File: src/rtl/ship_placement_ctrl.sv
// ship_placement_ctrl
// Sequences the placement of a five-ship fleet onto a GRID_N x GRID_N map.
// Each request is first bounds-checked at capture. It then spends one cycle
// per segment cell looking for collisions with ships already on the map. It
// finishes with a single RESP cycle that either commits the ship or reports
// why the request was rejected.
//
// Ports:
//   clk          single clock, rising edge
//   reset        synchronous active-low reset
//   start        begin a session: clear the map, select ship 0
//   place_valid  placement request present
//   place_row    bow row of the request
//   place_col    bow column of the request
//   place_vert   0 = ship extends along columns, 1 = along rows
//   place_ready  request accepted this cycle (WAIT only)
//   ship_idx     ship being placed: carrier, battleship, cruiser, sub, destroyer
//   place_ack    one-cycle pulse: request committed
//   place_err    one-cycle pulse: request rejected
//   err_code     01 out of bounds, 10 overlap, 11 spacing; 00 unless place_err
//   ship_map     bit row*GRID_N+col set when that cell holds a ship
//   done         all five ships placed
//
// Build option: define SHIP_SPACING_EN so that ships may not touch
// orthogonally (err_code 11).
module ship_placement_ctrl #(
    parameter int GRID_N = 10
) (
    input  logic                     clk,
    input  logic                     reset,
    input  logic                     start,
    input  logic                     place_valid,
    input  logic [3:0]               place_row,
    input  logic [3:0]               place_col,
    input  logic                     place_vert,
    output logic                     place_ready,
    output logic [2:0]               ship_idx,
    output logic                     place_ack,
    output logic                     place_err,
    output logic [1:0]               err_code,
    output logic [GRID_N*GRID_N-1:0] ship_map,
    output logic                     done
);
    localparam int MAP_W = GRID_N * GRID_N;
    localparam int IDX_W = $clog2(MAP_W);

    localparam logic [1:0] ERR_NONE = 2'b00;
    localparam logic [1:0] ERR_OOB  = 2'b01;
    localparam logic [1:0] ERR_OVL  = 2'b10;
    localparam logic [1:0] ERR_SPC  = 2'b11;

    typedef enum logic [2:0] {IDLE, WAIT, CHECK, RESP, DONE} state_t;
    state_t state, state_nx;

    // Captured request and per-check bookkeeping.
    logic [3:0]       cur_row, cur_col;
    logic             cur_vert;
    logic [2:0]       step;
    logic             ovl_flag, spc_flag;
    logic [1:0]       resp_code;

    logic [2:0]       ship_len;
    logic             req_oob;
    int               seg_r, seg_c;
    logic             hit_ovl, hit_spc, ovl_now, spc_now, last_step;
    logic [MAP_W-1:0] seg_mask;
    logic             capture;

    function automatic logic [2:0] len_of(input logic [2:0] idx);
        case (idx)
            3'd0:       return 3'd5;
            3'd1:       return 3'd4;
            3'd2, 3'd3: return 3'd3;
            default:    return 3'd2;
        endcase
    endfunction

    // Cells outside the grid read as empty, so edge neighbours need no
    // special casing in the spacing check.
    function automatic logic occ(input logic [MAP_W-1:0] m, input int r, input int c);
        logic hit;
        hit = 1'b0;
        if (r >= 0 && r < GRID_N && c >= 0 && c < GRID_N)
            hit = m[IDX_W'(r * GRID_N + c)];
        return hit;
    endfunction

    assign ship_len = len_of(ship_idx);

    // The along-axis test covers the whole ship. The cross-axis test only
    // needs the bow, because that coordinate stays fixed along the ship.
    assign req_oob =
        ((place_vert ? int'(place_row) : int'(place_col)) + int'(ship_len) > GRID_N) ||
        ((place_vert ? int'(place_col) : int'(place_row)) >= GRID_N);

    // The segment cell examined in the current CHECK cycle.
    assign seg_r = int'(cur_row) + (cur_vert ? int'(step) : 0);
    assign seg_c = int'(cur_col) + (cur_vert ? 0 : int'(step));

    assign hit_ovl = occ(ship_map, seg_r, seg_c);
`ifdef SHIP_SPACING_EN
    // The ship's own earlier cells are not on the map yet, so any occupied
    // neighbour belongs to another ship.
    assign hit_spc = occ(ship_map, seg_r - 1, seg_c) | occ(ship_map, seg_r + 1, seg_c) |
                     occ(ship_map, seg_r, seg_c - 1) | occ(ship_map, seg_r, seg_c + 1);
`else
    assign hit_spc = 1'b0;
`endif

    assign ovl_now   = ovl_flag | hit_ovl;
    assign spc_now   = spc_flag | hit_spc;
    assign last_step = (step == ship_len - 3'd1);

    // Every cell of the captured ship. This is only committed after all
    // cells have passed, which implies the request was in bounds.
    always_comb begin
        seg_mask = '0;
        for (int k = 0; k < 5; k++) begin
            if (k < int'(ship_len))
                seg_mask[IDX_W'((int'(cur_row) + (cur_vert ? k : 0)) * GRID_N +
                                int'(cur_col) + (cur_vert ? 0 : k))] = 1'b1;
        end
    end

    // NOTE: sequential state uses non-blocking assignments so that every
    // register samples values from before the edge.
    always_ff @(posedge clk) begin
        if (!reset) state <= IDLE;
        else        state <= state_nx;
    end

    // NOTE: every output of this block gets a default first, so no path
    // leaves a signal unassigned and no latch is inferred.
    always_comb begin
        state_nx    = state;
        place_ready = 1'b0;
        place_ack   = 1'b0;
        place_err   = 1'b0;
        err_code    = ERR_NONE;
        done        = 1'b0;
        capture     = 1'b0;

        case (state)
            IDLE: ;
            WAIT: begin
                place_ready = 1'b1;
                if (place_valid) begin
                    capture  = 1'b1;
                    state_nx = req_oob ? RESP : CHECK;
                end
            end
            CHECK: if (last_step) state_nx = RESP;
            RESP: begin
                place_ack = (resp_code == ERR_NONE);
                place_err = (resp_code != ERR_NONE);
                err_code  = resp_code;
                // ship_idx was already advanced when the ship was committed.
                state_nx  = (ship_idx == 3'd5) ? DONE : WAIT;
            end
            DONE: done = 1'b1;
            default: state_nx = IDLE;
        endcase

        // start overrides everything, including a handshake in the same cycle.
        if (start) begin
            capture  = 1'b0;
            state_nx = WAIT;
        end
    end

    // NOTE: the map is an ordinary flop vector rather than a RAM, so the
    // whole of it can be cleared by reset or start in a single cycle.
    always_ff @(posedge clk) begin
        if (!reset) begin
            ship_map  <= '0;
            ship_idx  <= '0;
            cur_row   <= '0;
            cur_col   <= '0;
            cur_vert  <= 1'b0;
            step      <= '0;
            ovl_flag  <= 1'b0;
            spc_flag  <= 1'b0;
            resp_code <= ERR_NONE;
        end else if (start) begin
            ship_map  <= '0;
            ship_idx  <= '0;
            step      <= '0;
            ovl_flag  <= 1'b0;
            spc_flag  <= 1'b0;
            resp_code <= ERR_NONE;
        end else begin
            if (capture) begin
                cur_row   <= place_row;
                cur_col   <= place_col;
                cur_vert  <= place_vert;
                step      <= '0;
                ovl_flag  <= 1'b0;
                spc_flag  <= 1'b0;
                resp_code <= req_oob ? ERR_OOB : ERR_NONE;
            end
            if (state == CHECK) begin
                step     <= step + 3'd1;
                ovl_flag <= ovl_now;
                spc_flag <= spc_now;
                // The verdict folds in the last cell examined in this cycle,
                // so a commit is visible in the RESP cycle itself.
                if (last_step) begin
                    if (ovl_now) begin
                        resp_code <= ERR_OVL;
                    end else if (spc_now) begin
                        resp_code <= ERR_SPC;
                    end else begin
                        resp_code <= ERR_NONE;
                        ship_map  <= ship_map | seg_mask;
                        ship_idx  <= ship_idx + 3'd1;
                    end
                end
            end
        end
    end

endmodule

File: config.mk
export PLATFORM = sky130hd
export DESIGN_NAME = ship_placement_ctrl
export DESIGN_NICKNAME = d
export VERILOG_FILES = /design/src/rtl/ship_placement_ctrl.sv
export SDC_FILE = /design/constraint.sdc
export NUM_CORES = 1
export LEC_CHECK = 0
export ABC_AREA = 1
export CORE_MARGIN = 1
export CORE_UTILIZATION = 40
export DETAILED_ROUTE_END_ITERATION = 10
export GPL_TIMING_DRIVEN = 0
export PLACE_DENSITY_LB_ADDON = 0.3
export SYNTH_ARGS = -nofsm -noshare
export SYNTH_HDL_FRONTEND = slang
export SYNTH_SLANG_ARGS = --single-unit
File: constraint.sdc
create_clock -name clk -period 3.8 [get_ports clk]
set_input_delay 0.38 -clock clk [delete_from_list [all_inputs] [get_ports clk]]
set_output_delay 0.38 -clock clk [all_outputs]
set_load 0.01 [all_outputs]
[Yosys cells after proc, flatten, opt, wreduce, memory -nomap -nowiden]
Cells that the tools add are included.
Storage, ports and cells
  register bits after elaboration: 121
  input port bits: 13
  output and inout port bits: 109
  logic and storage cells: 158
Operators by class
  add/sub/neg operators: 20
  multiply operators: 6
  magnitude comparators: 22
  equality and inequality tests: 14
  multiplexer cells: 55
  bitwise logic cells: 10
  reduce and logical (&&, ||, !) cells: 21
Operators by type and width (count)
  100-bit 2-to-1 mux: 5
  100-bit OR: 5
  7-bit by 9-bit less-than comparator with 1-bit output (second input constant): 6
  7-bit by 4-bit adder with 7-bit output: 5
  1-bit demux with 7-bit select: 5
  7-bit by 1-bit >= comparator with 1-bit output (second input constant): 5
  5-bit by 3-bit multiplier with 6-bit output (second input constant): 5
  3-bit 2-to-1 mux: 9
  1-bit 2-to-1 mux: 22
  4-bit by 3-bit adder with 5-bit output: 4
  2-bit 2-to-1 mux: 9
  7-bit by 2-bit adder with 7-bit output: 2
  3-bit by 2-bit equality test with 1-bit output (second input constant): 4
  3-bit one-hot mux with 4 select lines: 1
  4-bit by 2-bit adder with 5-bit output: 2
  5-bit by 1-bit >= comparator with 1-bit output (second input constant): 2
  5-bit by 4-bit less-than comparator with 1-bit output (second input constant): 2
  3-bit one-hot mux with 3 select lines: 1
  3-bit AND reduction: 3
  1-bit logical AND: 8
  4-bit 2-to-1 mux: 2
  7-bit by 1-bit adder with 7-bit output: 1
  7-bit by 3-bit adder with 7-bit output: 1
  7-bit by 5-bit adder with 7-bit output: 1
  24 further kinds: 38

[Depth between registers and ports, before layout]
  depth in word-level cells: 18
  gate-level depth with buffers: 27
  gate-level depth less buffers: 25

[Least setup slack after synthesis]
OpenSTA, ideal clock, no wires.
  path type: reg2reg
  from: register cur_vert
  to: register ship_map[10]
  setup time: 132 ps
  arrival time: 3521 ps
  required time: 3668 ps
  setup slack: 146 ps
  stages on the path, launching flop included: 23
  path buffers: 3
  clock period less this slack: 3654 ps
  path through: dfxtp_1 -> clkbuf_1 -> nand2_1 -> inv_1 -> ha_1 -> fa_1 -> ha_1 -> ha_1 -> ha_1 -> a21oi_1 -> nand2_1 -> nand2_1 -> nand2_1 -> nand2_1 -> inv_1 -> nand3_1 -> nand3_1 -> nand2_1 -> nand3_2 -> buf_6 -> buf_4 -> nand4_1 -> a21oi_1
On the way
  cells in the longest elaborated chain, start to end: 18
  elaborated cells on any way between the ends: 73
  those cells by class: 15 x add/sub; 5 x mul; 12 x order compare; 26 x mux; 7 x bitwise; 8 x reduce/logical
Ends and longest elaborated chain
  from (decl): line 57  | logic cur_vert;
  from (signal assigned): line 195  | cur_vert <= place_vert;
  1-bit 2-to-1 mux: line 120  | seg_mask[IDX_W'((int'(cur_row) + (cur_vert ? k : 0)) * GRID_N +
  4-bit by 1-bit adder with 5-bit output: line 120
  5-bit by 3-bit multiplier with 6-bit output: line 120
  7-bit by 4-bit adder with 7-bit output: line 120
  7-bit by 1-bit adder with 7-bit output: line 121  | int'(cur_col) + (cur_vert ? 0 : k))] = 1'b1;
  7-bit by 9-bit less-than comparator with 1-bit output (implied by the code) or 7-bit by 1-bit >= comparator with 1-bit output (tied branches): line 120
  1-bit logical AND (implied by the code): line 120
  1-bit 2-to-1 mux: line 121
  [... 2 more ...]
  100-bit 2-to-1 mux: line 119  | if (k < int'(ship_len))
  100-bit OR (no source line)
  100-bit 2-to-1 mux: line 119
  100-bit OR (no source line)
  100-bit 2-to-1 mux: line 119
  100-bit OR (no source line)
  100-bit 2-to-1 mux: line 119
  100-bit OR: line 214  | ship_map <= ship_map | seg_mask;
  to (signal assigned): line 214
  to (decl): line 41  | output logic [GRID_N*GRID_N-1:0] ship_map,
Parallel ways exist; a longest one is shown, timed or not. The select of a mux whose other input is x is not followed.
A chain may end at the register's enable or synchronous reset.

[Final worst setup path]
  from: register cur_vert
  to: register ship_map[27]
The elaborated chain is that of the path after synthesis.

==> results.md <==
- The flow ran to the end, but the final reports show violations.
- The checks that failed: max-capacitance violations, max-slew violations.
- The pre-antenna-repair detailed-routing pass consisted of 6 iterations.
- Using the TritonRoute via totals, the vias-per-cell ratio works out to 6.02.
- Counting along the longest clock path gives a buffer depth of 2.
- The required time of the critical path is 4160 ps.
- The overall overflow remaining after global route is 0.
- Measured against its own limit, the worst slew margin works out to -4.10%.
- The flip-flop cell with the highest count after synthesis is sky130_fd_sc_hd__dfxtp_1.
- The die area is 0.0290 mm2.
- STA classifies the critical path endpoint as a flip-flop.
- The cell family contributing the most delay on the critical path is simple AND/OR/NAND/NOR gates.
- The largest total area in the synthesized netlist belongs to sky130_fd_sc_hd__dfxtp_1.
- The number of global-route vias before repair was 12800.
- Once detailed placement completed, the half-perimeter wirelength came to 36.3 mm.
- The arrival time of the worst setup path is 4130 ps.
- After synthesis, flip-flops and latches occupy 21.4% of the total area.
- Static timing analysis puts the maximum clock frequency at 265 MHz.
- The largest voltage drop on the vdd net is 0.302 mV.
- The worst hold path begins at ship_map[73]$_SDFFE_PP0P_.
- Together, buffers and inverters on the worst path number 5.
- The total number of yosys warnings is 0.
- The worst-margin pin slew is 1550 ps.
- Of all flip-flops after synthesis, the portion carrying an async set or reset was 0%.
- The commonest cells after synthesis are sky130_fd_sc_hd__nand4_1, sky130_fd_sc_hd__nand2_1, sky130_fd_sc_hd__inv_1.
- The routed length on met3 is 4.76 mm.
- After filler insertion, the fill cell instance count of the layout stands at 2758.
- The cell chosen for the clock root is sky130_fd_sc_hd__clkbuf_16.
- The max-capacitance violation count is 1.
- The initial utilization of the core area, before any placement, comes to 40.7%.
- The post-detailed-routing wire length is 48.8 mm.
- From left edge to right edge, the die measures 170 um.
- TritonCTS built the clock tree.
- In this run the core area contains 61 standard-cell rows.
- The path depth of the worst reg2reg path is 21.
- The initial antenna violation count is 0.
- The routed layout has 14200 vias.
- The final setup skew is 9.17 ps.
- The type of element launching the critical path is a flip-flop.
- The leakage dissipation is 6.02 nW.
- CTS built an H-tree with a depth of 4.
- The worst path uses 99.3% of the clock period.
- The most repeated cell in the gate-level netlist after synthesis is sky130_fd_sc_hd__nand4_1.
- Of the cells placed in the final design, the portion with a size suffix greater than 1 is 15.4%.
- The area growth from synthesis to layout is 30.7%.
- The internal reg-to-reg setup slack is 20 ps.
- The number of flip-flops and latches in the synthesized netlist is 121.
- The met2 layer wire length in the routed design is 22.2 mm.
- The max-slew violation count is 9.
- The synthesized design devotes to its leading area cell type 21.4% of total area.
- For this block, wires on met1 add up to 19.9 mm.
- The final antenna-violating net count is 0.
- The global-route wire length before repair is 72.2 mm.
- The final weighted congestion in routability-driven placement is 0.972.
- The netlist area before placement is 0.0113 mm2.
- The number of violations reported at the end of detailed-routing iteration 0 is 1694.
- The origin of the critical flop-to-flop path is cur_vert$_SDFFE_PN0P_.
- The core outline area is 0.0278 mm2.
- The endpoint identified for the worst register-to-register timing path is ship_map[27]$_SDFFE_PP0P_.
- The number of antenna diodes in the final layout is 0.
- The slowest cell on the critical path is sky130_fd_sc_hd__fa_1.
- The placement-stage worst setup slack is -1100 ps.
- The highest routed metal layer is met4.
- Setup repair after global routing could not meet its margin everywhere.
- The path class of the tightest hold or removal check is flip-flop to flip-flop.
- Dividing total power by cell area gives a power density of 308 mW/mm2.
- Buffers placed on the I/O ports in this run total 121.
- In this run the vertical extent of the chip is 170 um.
- The number of setup violations in the final report is 0.
- The worst hold slack is 442 ps.
- After detailed routing, the average wire length per cell comes to 20.7 um.
- The mean cell area of the mapped netlist is 6.33 um2.
- The setup slack after layout is 24.8 ps.
- The clock drives 121 sinks.
- The largest driver fanout on the critical path is 10.
- In the final design database the tool counted 2062 nets.
- The latest clock arrival within the worst-skew pair is 430 ps.
- The global-route usage over all layers is 32.7%.
- The count of final hold-check violations was 0.
- Summing internal, switching and leakage power gives 0.00455 W.
- The number of cells on the critical path is 21.
- Pin placement for this block handled 122 I/O pins.
- The critical path is of the flip-flop to flip-flop type.
- After clock tree synthesis, the clock-pin slew on the worst setup and hold paths is 60 ps.
- The total CTS buffers is 17.
- The remaining routing DRC violations is 0.
- In the post-synthesis netlist, the biggest area contributors are sky130_fd_sc_hd__dfxtp_1, sky130_fd_sc_hd__nand4_1, sky130_fd_sc_hd__nand2_1.
- The number of synthesized flops with an enable pin is 0.
- The worst hold path endpoint is ship_map[73]$_SDFFE_PP0P_.
- Synthesis produced a netlist whose cell count is 1788.
- The clock period minus final worst setup slack is 3780 ps.
- The signal on the critical path passes through buf_4 -> ha_2 -> nand2_2 -> inv_2 -> nand3_1 -> nand3_2 -> inv_1 -> ha_1 -> ha_2 -> fa_1 -> nand2_2 -> nor3_4 -> nor2_4 -> inv_2 -> nand2_4 -> nand2_8 -> buf_6 -> nand4_1 -> nand3_1 -> nand4_1 -> a21oi_1.
- The count of different cell masters after synthesis is 38.
- The cell depth of the worst hold path is 2.
- The net count of the mapped netlist is 1889.
- The final-layout setup total negative slack is 0 ps.
- Entering global routing, the biggest net connects 17 pins.
- The longest individual stage delay on the worst path is 560 ps.
-- power breakdown --
part / leakage [nW] / switching, W / internal (W)
sequential: 0.978 / 0.0000155 / 0.00127
combinational: 4.76 / 0.00112 / 0.000507
clock: 0.286 / 0.000649 / 0.000984
-- registers in the layout (all words and copies together) (netlist names) --
register	flops
cur_row	4
step	3
ovl_flag	1
cur_vert	1
state	3
resp_code	2
cur_col	4
ship_idx	3
ship_map	100
-- worst max path at each step --
stage | startpoint | endpoint | slack [ps]
after floorplan | cur_vert$_SDFFE_PN0P_ | ship_map[10]$_SDFFE_PP0P_ | 150
after global placement | cur_vert$_SDFFE_PN0P_ | ship_map[10]$_SDFFE_PP0P_ | -1120
after detailed placement | cur_vert$_SDFFE_PN0P_ | ship_map[9]$_SDFFE_PP0P_ | -1100
after CTS | cur_vert$_SDFFE_PN0P_ | ship_idx[0]$_SDFFE_PP0P_ | -30
after global routing | cur_vert$_SDFFE_PN0P_ | ship_map[21]$_SDFFE_PP0P_ | -120
final | cur_vert$_SDFFE_PN0P_ | ship_map[27]$_SDFFE_PP0P_ | 20
-- per-layer routing --
layer | vias to the layer above | track usage (%)
met5 | - | 0
li1 | 6587 | -
met4 | 0 | 13.9
met3 | 131 | 6.12
met1 | 6616 | 43.1
met2 | 818 | 51.9
-- tightest hold or removal path: cells and delay by family, from the launching register on --
family        cells  cell delay [ps]
buf+inv           1               50
simple gates      1               30
flops             1              320
-- timing repair --
action | in CTS | in global routing
buffers inserted | 11 | 16
pin swaps | 17 | 35
resized for setup | 103 | 188
hold buffers | 0 | 0
setup endpoints to repair | 69 | 69
cloned | 1 | 6
-- kinds of logic (layout without fill, tap and decap cells) --
kind of cell / after synthesis / after routing / share of synthesized area [%]
flops: 121 / 121 / 21.4
xor+xnor: 25 / 25 / 2.17
fa+ha+maj: 88 / 88 / 10.9
compound gates: 142 / 142 / 6.63
buf+inv: 345 / 529 / 12.8
simple gates: 1067 / 1069 / 46.1
-- cell type report --
type / instances / area [um2] / area share [%]
multi-input cells: 1324 / 8090 / 54.7
repair buffers: 153 / 1550 / 10.5
flip-flops and latches: 121 / 2440 / 16.5
clock inverters: 14 / 148 / 0.999
well taps: 378 / 473 / 3.20
inverters: 217 / 826 / 5.59
plain buffers: 127 / 813 / 5.50
clock buffers: 18 / 439 / 2.97
-- cells in the final DEF (no fill, tap or decap), types with 14 or more instances in the layout --
cell type / instances
sky130_fd_sc_hd__nand4_1: 327
sky130_fd_sc_hd__nand2_1: 260
sky130_fd_sc_hd__inv_1: 197
sky130_fd_sc_hd__nand3_1: 172
sky130_fd_sc_hd__nor2_1: 161
sky130_fd_sc_hd__clkdlybuf4s50_1: 121
sky130_fd_sc_hd__dfxtp_1: 116
sky130_fd_sc_hd__a21oi_1: 92
sky130_fd_sc_hd__nor3_1: 71
sky130_fd_sc_hd__ha_1: 54
sky130_fd_sc_hd__buf_2: 33
sky130_fd_sc_hd__buf_4: 33
sky130_fd_sc_hd__clkbuf_2: 27
sky130_fd_sc_hd__clkbuf_1: 23
sky130_fd_sc_hd__buf_6: 22
sky130_fd_sc_hd__o21ai_0: 19
sky130_fd_sc_hd__clkbuf_16: 19
sky130_fd_sc_hd__nand2_2: 17
sky130_fd_sc_hd__nor2_2: 15
sky130_fd_sc_hd__inv_2: 15
sky130_fd_sc_hd__nand3_2: 14
sky130_fd_sc_hd__fa_1: 14
-- through the flow --
step                utilization (%)  area [um2]  cells
floorplan                         -       11300   1788
global placement               46.8       13000   2287
detailed placement             46.8       13000   2287
CTS                            50.6       14100   2331
global route                   53.2       14800   2352
finish                         53.2       14800   2352
No activity file was read; power rests on OpenSTA's default activity.
